File: src/rtl/jtag_master.sv
// jtag_master: command-driven JTAG TAP master.
// A command (RESET, IR scan, DR scan, IDLE clocks) is accepted from a
// valid/ready handshake, played out on TCK/TMS/TDI with a programmable
// TCK half-period, and completed with a one-cycle response pulse that
// carries the captured TDO bits.
//
// Handshake: a command transfers on the rising clk_i edge where both
// cmd_valid_i and cmd_ready_o are high. cmd_ready_o is high only while
// idle, and cmd_valid_i has no effect while cmd_ready_o is low (no queue).
// rsp_valid_o is a single-cycle pulse with no back-pressure; rsp_data_o
// and rsp_err_o stay stable until the next pulse.
`timescale 1ns/1ps
module jtag_master #(
  parameter int CLK_DIV = 2
) (
  input  logic        clk_i,
  input  logic        rst_i,
  input  logic        cmd_valid_i,
  output logic        cmd_ready_o,
  input  logic [1:0]  cmd_type_i,
  input  logic [6:0]  cmd_len_i,
  input  logic [63:0] cmd_data_i,
  output logic        rsp_valid_o,
  output logic [63:0] rsp_data_o,
  output logic        rsp_err_o,
  output logic        tck_o,
  output logic        tms_o,
  output logic        tdi_o,
  input  logic        tdo_i,
  output logic [2:0]  dbg_state_o
);

  typedef enum logic [2:0] {
    IDLE_ST  = 3'd0,
    PRE_ST   = 3'd1,
    SHIFT_ST = 3'd2,
    POST_ST  = 3'd3,
    DONE_ST  = 3'd4
  } state_t;

  localparam logic [1:0] CMD_RESET = 2'd0;
  localparam logic [1:0] CMD_IR    = 2'd1;
  localparam logic [1:0] CMD_DR    = 2'd2;
  localparam logic [1:0] CMD_IDLE  = 2'd3;

  // Last count value of a TCK phase; the divider reloads to 0 after it.
  localparam logic [7:0] DIV_LAST = 8'(CLK_DIV - 1);

  // Number of TCKs spent in a segment (entry sequence, shift, exit sequence).
  function automatic logic [6:0] seg_len(input state_t s, input logic [1:0] t,
                                         input logic [6:0] n);
    logic [6:0] len;
    len = 7'd0;
    case (s)
      PRE_ST: begin
        case (t)
          CMD_RESET: len = 7'd6;
          CMD_IR:    len = 7'd4;
          CMD_DR:    len = 7'd3;
          default:   len = 7'd0;
        endcase
      end
      SHIFT_ST: len = n;
      POST_ST:  len = 7'd2;
      default:  len = 7'd0;
    endcase
    return len;
  endfunction

  // TMS value for TCK number i of a segment.
  function automatic logic seg_tms(input state_t s, input logic [1:0] t,
                                   input logic [6:0] n, input logic [6:0] i);
    logic tms;
    tms = 1'b0;
    case (s)
      PRE_ST: begin
        case (t)
          CMD_RESET: tms = (i < 7'd5);
          CMD_IR:    tms = (i < 7'd2);
          CMD_DR:    tms = (i == 7'd0);
          default:   tms = 1'b0;
        endcase
      end
      SHIFT_ST: tms = ((t == CMD_IR) || (t == CMD_DR)) && (i == n - 7'd1);
      POST_ST:  tms = (i == 7'd0);
      default:  tms = 1'b0;
    endcase
    return tms;
  endfunction

  // TDI value for TCK number i of a segment; idles high outside scan shifts.
  function automatic logic seg_tdi(input state_t s, input logic [1:0] t,
                                   input logic [6:0] i, input logic [63:0] d);
    logic tdi;
    tdi = 1'b1;
    if ((s == SHIFT_ST) && ((t == CMD_IR) || (t == CMD_DR))) begin
      tdi = d[i[5:0]];
    end
    return tdi;
  endfunction

  state_t      r_state;
  logic [1:0]  r_type;
  logic [6:0]  r_len;
  logic [63:0] r_data;
  logic [63:0] r_cap;
  logic [7:0]  r_div;
  logic [6:0]  r_idx;
  logic        r_tck;
  logic        r_tms;
  logic        r_tdi;
  logic [63:0] r_rsp_data;
  logic        r_rsp_err;

  state_t      w_state_nxt;
  state_t      w_first_st;
  logic        w_cmd_bad;
  logic        w_scan;
  logic        w_active;
  logic        w_phase_end;
  logic        w_tck_end;
  logic [6:0]  w_seg_len;
  logic        w_seg_last;
  logic [6:0]  w_idx_nxt;

  assign w_cmd_bad   = (cmd_type_i != CMD_RESET) &&
                       ((cmd_len_i == 7'd0) || (cmd_len_i > 7'd64));
  assign w_first_st  = (cmd_type_i == CMD_IDLE) ? SHIFT_ST : PRE_ST;
  assign w_scan      = (r_type == CMD_IR) || (r_type == CMD_DR);
  assign w_active    = (r_state == PRE_ST) || (r_state == SHIFT_ST) ||
                       (r_state == POST_ST);
  assign w_phase_end = w_active && (r_div == DIV_LAST);
  assign w_tck_end   = w_phase_end && r_tck;
  assign w_seg_len   = seg_len(r_state, r_type, r_len);
  assign w_seg_last  = (r_idx == w_seg_len - 7'd1);
  assign w_idx_nxt   = w_seg_last ? 7'd0 : r_idx + 7'd1;

  // FSM state register.
  always_ff @(posedge clk_i or posedge rst_i) begin
    if (rst_i) begin
      r_state <= IDLE_ST;
    end else begin
      r_state <= w_state_nxt;
    end
  end

  // Next state: segments advance only when a full TCK period has ended.
  always_comb begin
    w_state_nxt = r_state;
    case (r_state)
      IDLE_ST: begin
        if (cmd_valid_i) begin
          w_state_nxt = w_cmd_bad ? DONE_ST : w_first_st;
        end
      end
      PRE_ST: begin
        if (w_tck_end && w_seg_last) begin
          w_state_nxt = (r_type == CMD_RESET) ? DONE_ST : SHIFT_ST;
        end
      end
      SHIFT_ST: begin
        if (w_tck_end && w_seg_last) begin
          w_state_nxt = w_scan ? POST_ST : DONE_ST;
        end
      end
      POST_ST: begin
        if (w_tck_end && w_seg_last) begin
          w_state_nxt = DONE_ST;
        end
      end
      DONE_ST: w_state_nxt = IDLE_ST;
      default: w_state_nxt = IDLE_ST;
    endcase
  end

  // Datapath: command capture, TCK divider, pin updates, TDO capture, response.
  always_ff @(posedge clk_i or posedge rst_i) begin
    if (rst_i) begin
      r_type     <= 2'd0;
      r_len      <= 7'd0;
      r_data     <= 64'd0;
      r_cap      <= 64'd0;
      r_div      <= 8'd0;
      r_idx      <= 7'd0;
      r_tck      <= 1'b0;
      r_tms      <= 1'b1;
      r_tdi      <= 1'b1;
      r_rsp_data <= 64'd0;
      r_rsp_err  <= 1'b0;
    end else if ((r_state == IDLE_ST) && cmd_valid_i) begin
      r_type <= cmd_type_i;
      r_len  <= cmd_len_i;
      r_data <= cmd_data_i;
      r_cap  <= 64'd0;
      r_div  <= 8'd0;
      r_idx  <= 7'd0;
      r_tck  <= 1'b0;
      if (w_cmd_bad) begin
        r_rsp_data <= 64'd0;
        r_rsp_err  <= 1'b1;
      end else begin
        // First TCK low phase starts right away, so its pins are set now.
        r_tms <= seg_tms(w_first_st, cmd_type_i, cmd_len_i, 7'd0);
        r_tdi <= seg_tdi(w_first_st, cmd_type_i, 7'd0, cmd_data_i);
      end
    end else if (w_active) begin
      if (w_phase_end) begin
        r_div <= 8'd0;
        r_tck <= ~r_tck;
        // TDO is taken on the edge that raises TCK.
        if (!r_tck && (r_state == SHIFT_ST) && w_scan) begin
          r_cap[r_idx[5:0]] <= tdo_i;
        end
        if (r_tck) begin
          r_idx <= w_idx_nxt;
          r_tms <= seg_tms(w_state_nxt, r_type, r_len, w_idx_nxt);
          r_tdi <= seg_tdi(w_state_nxt, r_type, w_idx_nxt, r_data);
          if (w_state_nxt == DONE_ST) begin
            r_rsp_data <= r_cap;
            r_rsp_err  <= 1'b0;
          end
        end
      end else begin
        r_div <= r_div + 8'd1;
      end
    end
  end

  assign cmd_ready_o = (r_state == IDLE_ST);
  assign rsp_valid_o = (r_state == DONE_ST);
  assign rsp_data_o  = r_rsp_data;
  assign rsp_err_o   = r_rsp_err;
  assign tck_o       = r_tck;
  assign tms_o       = r_tms;
  assign tdi_o       = r_tdi;
  assign dbg_state_o = r_state;

endmodule
File: config.mk
export PLATFORM = sky130hd
export DESIGN_NAME = jtag_master
export DESIGN_NICKNAME = d
export VERILOG_FILES = /design/src/rtl/jtag_master.sv
export SDC_FILE = /design/constraint.sdc
export NUM_CORES = 1
export LEC_CHECK = 0
export BUFFER_PORTS_ARGS = -buffer_cell sky130_fd_sc_hd__buf_2
export CAP_MARGIN = 10
export CORE_MARGIN = 5
export CORE_UTILIZATION = 40
export DETAILED_ROUTE_END_ITERATION = 6
export GPL_TIMING_DRIVEN = 1
export PLACE_DENSITY = 0.69
export SLEW_MARGIN = 20
export SYNTH_ARGS = -nofsm -noshare
export SYNTH_HDL_FRONTEND = slang
export SYNTH_SLANG_ARGS = --single-unit
File: constraint.sdc
create_clock -name clk_i -period 17.5 [get_ports clk_i]
set_clock_uncertainty 0.15 [all_clocks]
set_input_delay 0.875 -clock clk_i [delete_from_list [all_inputs] [get_ports clk_i]]
set_output_delay 0.875 -clock clk_i [all_outputs]
set_load 0.05 [all_outputs]
==> out/summary.txt, run 1 <==
Status -> complete, no violations
Die X -> 174 um
N_diodes -> 0
Crit path capture type -> flop
Clock-pin slew on the worst setup and hold paths -> 60 ps
Critical path class -> reg -> reg
I/O pin total -> 150
FILL cells -> 2558
Async SR Flop Fraction -> 100%
Peak VDD IR -> 0.0618 mV
Seq cells post-synth -> 223
Register area share after synthesis -> 51.9%
Vias in the first global route -> 8571
Site row count -> 60
Post-synthesis simple-gate area fraction -> 21.3%
Post-CTS setup buffers -> 0
Port Buf Inserts -> 149
PD cells -> 99.5 nW/um^2
Top cell type by total area after synthesis -> dfrtp_1
CP max FO -> 67
Share of the synthesized area in the top cell type -> 51.4%
Leakage -> 0.00576 uW
Final hold violations -> 0
Pre-CTS WS -> 12810 ps
Count leader, synth -> nand2_1
Largest net degree at the start of global routing -> 88
Routed Antenna Nets -> 0
Worst slew pin tran -> 962 ps
Final Wtd Congestion -> 0.884
Clk sinks -> 223
Post-synthesis cell area -> 10800 um^2
Final WS setup -> 12860 ps
Fin Setup TNS -> 0 ps
FF-to-FF Start -> r_type[0]$_DFFE_PP0P_
Post-Syn Nets -> 1253
Yosys Warn Count -> 0
Placed cells -> 1582
Cell Count, Final, Fillers Out -> 1626
Finished Core Util -> 46.9%
Synth-to-Final Area Change -> 16.6%
Total gr overflow -> 0
# Max-Cap Violations -> 0
Min Tclk post-route -> 4640 ps
Cts hold-fix bufs -> 0
Root Buffer -> clkbuf_16
First DRT Iteration DRCs -> 669
Post-synth EDFFs -> 0
Dpl hpwl -> 18800 um
Total wire length -> 28800 um
Initial antenna violation count -> 0
Critical path launch point type -> flop
Total core area -> 26700 um^2
FF-to-FF path depth -> 17
Area share of fa/ha/maj cells after synthesis -> 1.28%
GRT Total Usage -> 18.5%
Synth area leaders -> dfrtp_1 (51%), nand2_1 (11%), a22o_1 (5.2%), a21oi_1 (3.3%), o21ai_0 (3.1%)
RSZ-0062 raised after global routing -> false
1st-pass router iterations -> 6
Vias/cell -> 5.43
Largest family of logic cells by synthesized area -> simple AND/OR/NAND/NOR gates
Cell count after synthesis -> 1165
Synth top cells by count -> nand2_1 (324), dfrtp_1 (221), a21oi_1 (70)
Rel. slew slack -> 35.7%
Crit path required time -> 17790 ps
Chip height -> 174 um
Max-slew violation count -> 0
Fin nets -> 1355
Syn avg cell area -> 9.23 um^2
Synth Area in Compound Gates -> 16.2%
Initial core utilization -> 40.3%
Reg2reg end -> tms_o$_DFFE_PP1P_
CTS Buf Count -> 24
Worst-Skew Late Latency -> 520 ps
First-pass GRT wire length -> 46700 um
DR DRC count -> 0
CTS tree -> built
Crit path arrival time -> 4930 ps
Clk buf depth -> 3
XOR/XNOR Fraction of Synth Area -> 2.02%
# H-tree levels -> 1
Die ar. -> 30300 um^2
Fmax -> 0.215 GHz
Finish-stage setup viols -> 0
Post-CTS sizing -> 0
WHS -> 265 ps
Via count -> 8831
Distinct cells, synth -> 72
Fin crit share -> 26.5%
Post-synthesis mux area share -> 3.04%
WL/cell -> 17.7 um
Ys flop type -> dfrtp_1
R2R Setup Slk -> 12860 ps
Share of cells above drive strength 1 -> 19.0%
Min-Delay Path Class -> in -> async
-- metrics by stage --
stage	power, uW	instance area, um^2
2_1_floorplan	675	10800
5_1_grt	1300	12500
3_5_place_dp	718	11700
3_3_place_gp	715	11700
4_1_cts	1260	12500
6_report	1250	12500
-- area by class of cell --
cell class / instances / area [um^2] / area share, %
clock buffers: 37 / 771 / 6.15
repair buffers: 165 / 868 / 6.92
well taps: 341 / 427 / 3.40
inverters: 17 / 71.3 / 0.569
multi-input cells: 836 / 4730 / 37.7
clock inverters: 7 / 91.3 / 0.728
flip-flops and latches: 223 / 5580 / 44.5
-- sequential cells by signal, indices dropped and copies added, names as in the netlist --
register,cells
r_idx,7
rsp_err_o,1
r_type,2
r_data,64
tdi_o,1
r_cap,64
r_div,8
dbg_state_o,3
tms_o,1
rsp_data_o,64
r_len,7
tck_o,1
-- power breakdown --
group	switching, uW	internal (uW)	leakage (uW)	total (uW)
clock network	209	332	0.000427	541
logic	100	46.6	0.00272	147
registers	17.3	543	0.00262	560
total	327	922	0.00576	1250
-- how the worst max path moves through the flow --
stage                                     start                       end  cells after the start
after floorplan                           rst_i  dbg_state_o[0]$_DFF_PP0_                      1
after global placement    r_type[0]$_DFFE_PP0P_         tms_o$_DFFE_PP1P_                     17
after detailed placement  r_type[0]$_DFFE_PP0P_         tms_o$_DFFE_PP1P_                     17
after CTS                 r_type[0]$_DFFE_PP0P_         tms_o$_DFFE_PP1P_                     17
after global routing      r_type[0]$_DFFE_PP0P_         tms_o$_DFFE_PP1P_                     17
final                     r_type[0]$_DFFE_PP0P_         tms_o$_DFFE_PP1P_                     17
-- routing by layer --
metal  vias up  share of wire (%)  wire (um)  global-route usage, %
met5         -                  0          0                      0
met2       308                 46      13200                   29.1
li1       4237                  -          -                      -
met1      4225                 45      12900                   26.1
met3        61                6.4       1830                   3.44
met4         0                3.1        896                   5.64
-- kinds of logic (layout without fill, tap and decap cells) --
group           Yosys count  count (layout)
compound gates          260             260
xor+xnor                 24              24
fa+ha+maj                11              11
buf+inv                 106             226
flops                   223             223
mux                      22              22
simple gates            519             519
-- critical path, cell delays in order (launching register included) --
cell and delay (ps):
dfrtp_1 370, inv_1 90, ha_1 250, nor4bb_1 150
a41oi_1 440, ha_1 340, o21a_1 170, a21boi_0 250
nor3_1 110, o2111ai_2 400, a2111oi_4 50, buf_4 370
a21oi_4 190, buf_4 580, inv_2 100, nor4_1 270
o21ai_1 90, o221ai_1 170
-- cell usage in the layout, fill, tap and decap left out, types with 9 or more instances in the layout --
master	count
nand3_1	49
buf_4	17
inv_1	15
nor2_1	57
buf_2	148
xor2_1	9
dfrtp_1	221
a22o_1	64
nand2_1	323
nand4_1	11
nand2b_1	9
nor3_1	13
o21ai_0	66
clkbuf_8	10
a21oi_1	70
mux2i_1	9
ha_1	11
clkbuf_16	25
xnor2_1	13
No activity file was read; power rests on OpenSTA's default activity.
==> inputs of run 2 (changes only) <==
==> constraint.sdc (replaced) <==
create_clock -name clk_i -period 4.54 [get_ports clk_i]
set_clock_uncertainty 0.15 [all_clocks]
set_input_delay 0.227 -clock clk_i [delete_from_list [all_inputs] [get_ports clk_i]]
set_output_delay 0.227 -clock clk_i [all_outputs]
set_load 0.05 [all_outputs]
==> run 2 against run 1 <==
Against the previous run: total power grew to 3.9 times the previous value; sequential share of layout area shrank 2.5 points; final cell count grew 4.8%; global-route usage rose by 0.99 points; via count grew 5.1%; critical endpoint is now rsp_data_o[62]$_DFFE_PP0P_; largest cell class unchanged.
==> out/summary.txt, run 2 (synthesis gave the netlist of run 1 again) <==
Crit path required time -> 4790 ps
Metal1 wirelength -> 13000 um
Chip height -> 174 um
WHS -> 74.1 ps
CP max FO -> 66
Peak VDD IR -> 0.302 mV
1st-pass router iterations -> 5
CTS tree -> built
Most common cell after layout, fill and taps aside -> nand2_1
Die X -> 174 um
Worst path max stage delay -> 440 ps
Port Buf Inserts -> 149
Combinational power share -> 12.9%
Largest net degree at the start of global routing -> 168
Initial antenna violation count -> 0
Max Used Layer -> met4
Critical path class -> reg -> reg
Synth-to-Final Area Change -> 23.4%
Final WS setup -> 586 ps
# H-tree levels -> 1
First-pass GRT wire length -> 49200 um
Fin Setup TNS -> 0 ps
N_diodes -> 0
DR DRC count -> 0
Via count -> 9277
Cell Int Power -> 3530 uW
Finish-stage setup viols -> 0
Crit path arrival time -> 4200 ps
Slowest-stage cell, CP -> a2111oi_4
P_sw -> 1290 uW
CTS Buf Count -> 26
Power share of the clock group -> 42.2%
WL met3 -> 1890 um
Worst slew pin tran -> 999 ps
Dpl hpwl -> 18400 um
Routed Antenna Nets -> 0
# Max-Cap Violations -> 0
Commonest cells after routing, fill and taps aside -> nand2_1 (323), dfrtp_1 (221), buf_2 (148)
RSZ-0062 raised after global routing -> false
Worst-Skew Late Latency -> 530 ps
Pre-CTS WS -> 650 ps
Vias/cell -> 5.44
Clk buf depth -> 3
PD cells -> 363 nW/um^2
Fin nets -> 1434
Status -> complete, no violations
Final Wtd Congestion -> 0.932
Sw Share -> 26.8%
GRT Total Usage -> 19.4%
Crit path capture type -> flop
Die ar. -> 30300 um^2
Min-Delay Path Class -> in -> reg
I/O pin total -> 150
Design area -> 13300 um^2
Placed cell areas -> 11700 um^2
Initial core utilization -> 40.3%
Total wire length -> 30000 um
Final hold violations -> 0
Leakage -> 0.00607 uW
Critical path launch point type -> flop
Fmax -> 0.253 GHz
Total gr overflow -> 0
Rel. slew slack -> 33.4%
Clk sinks -> 223
Total core area -> 26700 um^2
WL/cell -> 17.6 um
Clock-pin slew on the worst setup and hold paths -> 60 ps
Root Buffer -> clkbuf_16
First DRT Iteration DRCs -> 769
Max-slew violation count -> 0
Min Tclk post-route -> 3950 ps
Site row count -> 60
Sequential share of power -> 44.9%
Met2 WL -> 14400 um
Share of cells above drive strength 1 -> 17.9%
Vias in the first global route -> 9163
Fin crit share -> 87.1%
Crit path cell chain -> inv_1 -> ha_1 -> nor4bb_1 -> a41oi_1 -> ha_1 -> o21a_1 -> a21boi_0 -> o21a_1 -> o2111ai_2 -> a2111oi_4 -> a21oi_4 -> buf_4 -> a22o_1
Post-CTS setup buffers -> 0
==> run 2: area by class of cell <==
type,instances,area (um^2)
Clock buffer,35,714
Clock inverter,10,114
Fill cell,2423,13400
Inverter,17,67.6
Multi-Input combinational cell,836,4730
Sequential cell,223,5580
Tap cell,341,427
Timing Repair Buffer,242,1640
==> run 2: worst paths after layout <==
check | slack (ps) | depth (start not counted) | end | startpoint
min in group asynchronous | 250 | 4 | rsp_data_o[8]$_DFFE_PP0P_ | rst_i
setup reg to reg | 590 | 13 | rsp_data_o[62]$_DFFE_PP0P_ | r_type[0]$_DFFE_PP0P_
hold reg to reg | 320 | 2 | r_data[35]$_DFFE_PP0P_ | r_data[35]$_DFFE_PP0P_
hold / removal | 70 | 4 | r_len[4]$_DFFE_PP0P_ | cmd_valid_i
max in group asynchronous | 3150 | 4 | r_idx[5]$_DFFE_PP0P_ | rst_i
setup / recovery | 590 | 13 | rsp_data_o[62]$_DFFE_PP0P_ | r_type[0]$_DFFE_PP0P_
==> run 2: worst max-delay path, delay by kind of cell, from the launching register on <==
family	cells	cell delay, ps
AOI/OAI and AO/OA	8	2080
adders and majority gates	2	570
buffers and inverters	2	440
DFF	1	380
and+or+nand+nor	1	150
==> run 2: layer usage <==
layer	vias to the layer above	track usage, %
met1	4507	27.5
met5	-	0
met4	0	4.85
met3	49	3.20
li1	4399	-
met2	322	31.4
==> run 2: per-stage QoR <==
| stage | util, % | instances | total power [uW] |
|---|---|---|---|
| 2_1_floorplan | - | 1165 | 2600 |
| 3_3_place_gp | 43.8 | 1585 | 2760 |
| 3_5_place_dp | 43.8 | 1585 | 2770 |
| 4_1_cts | 49.7 | 1704 | 4870 |
| 5_1_grt | 49.7 | 1704 | 5030 |
| 6_report | 49.7 | 1704 | 4820 |
==> run 2: power by group through the flow <==
stage	Combinational (uW)	Clock, uW	Sequential [uW]
finish	624	2030	2160
global route	687	2170	2170
CTS	624	2080	2160
detailed placement	573	0	2200
global placement	564	0	2200
floorplan	309	0	2290
==> run 2: repair_timing <==
item / in CTS / in global routing
hold buffers: 74 / 0
gates resized for setup: 0 / 0
hold endpoints to repair: 295 / 0
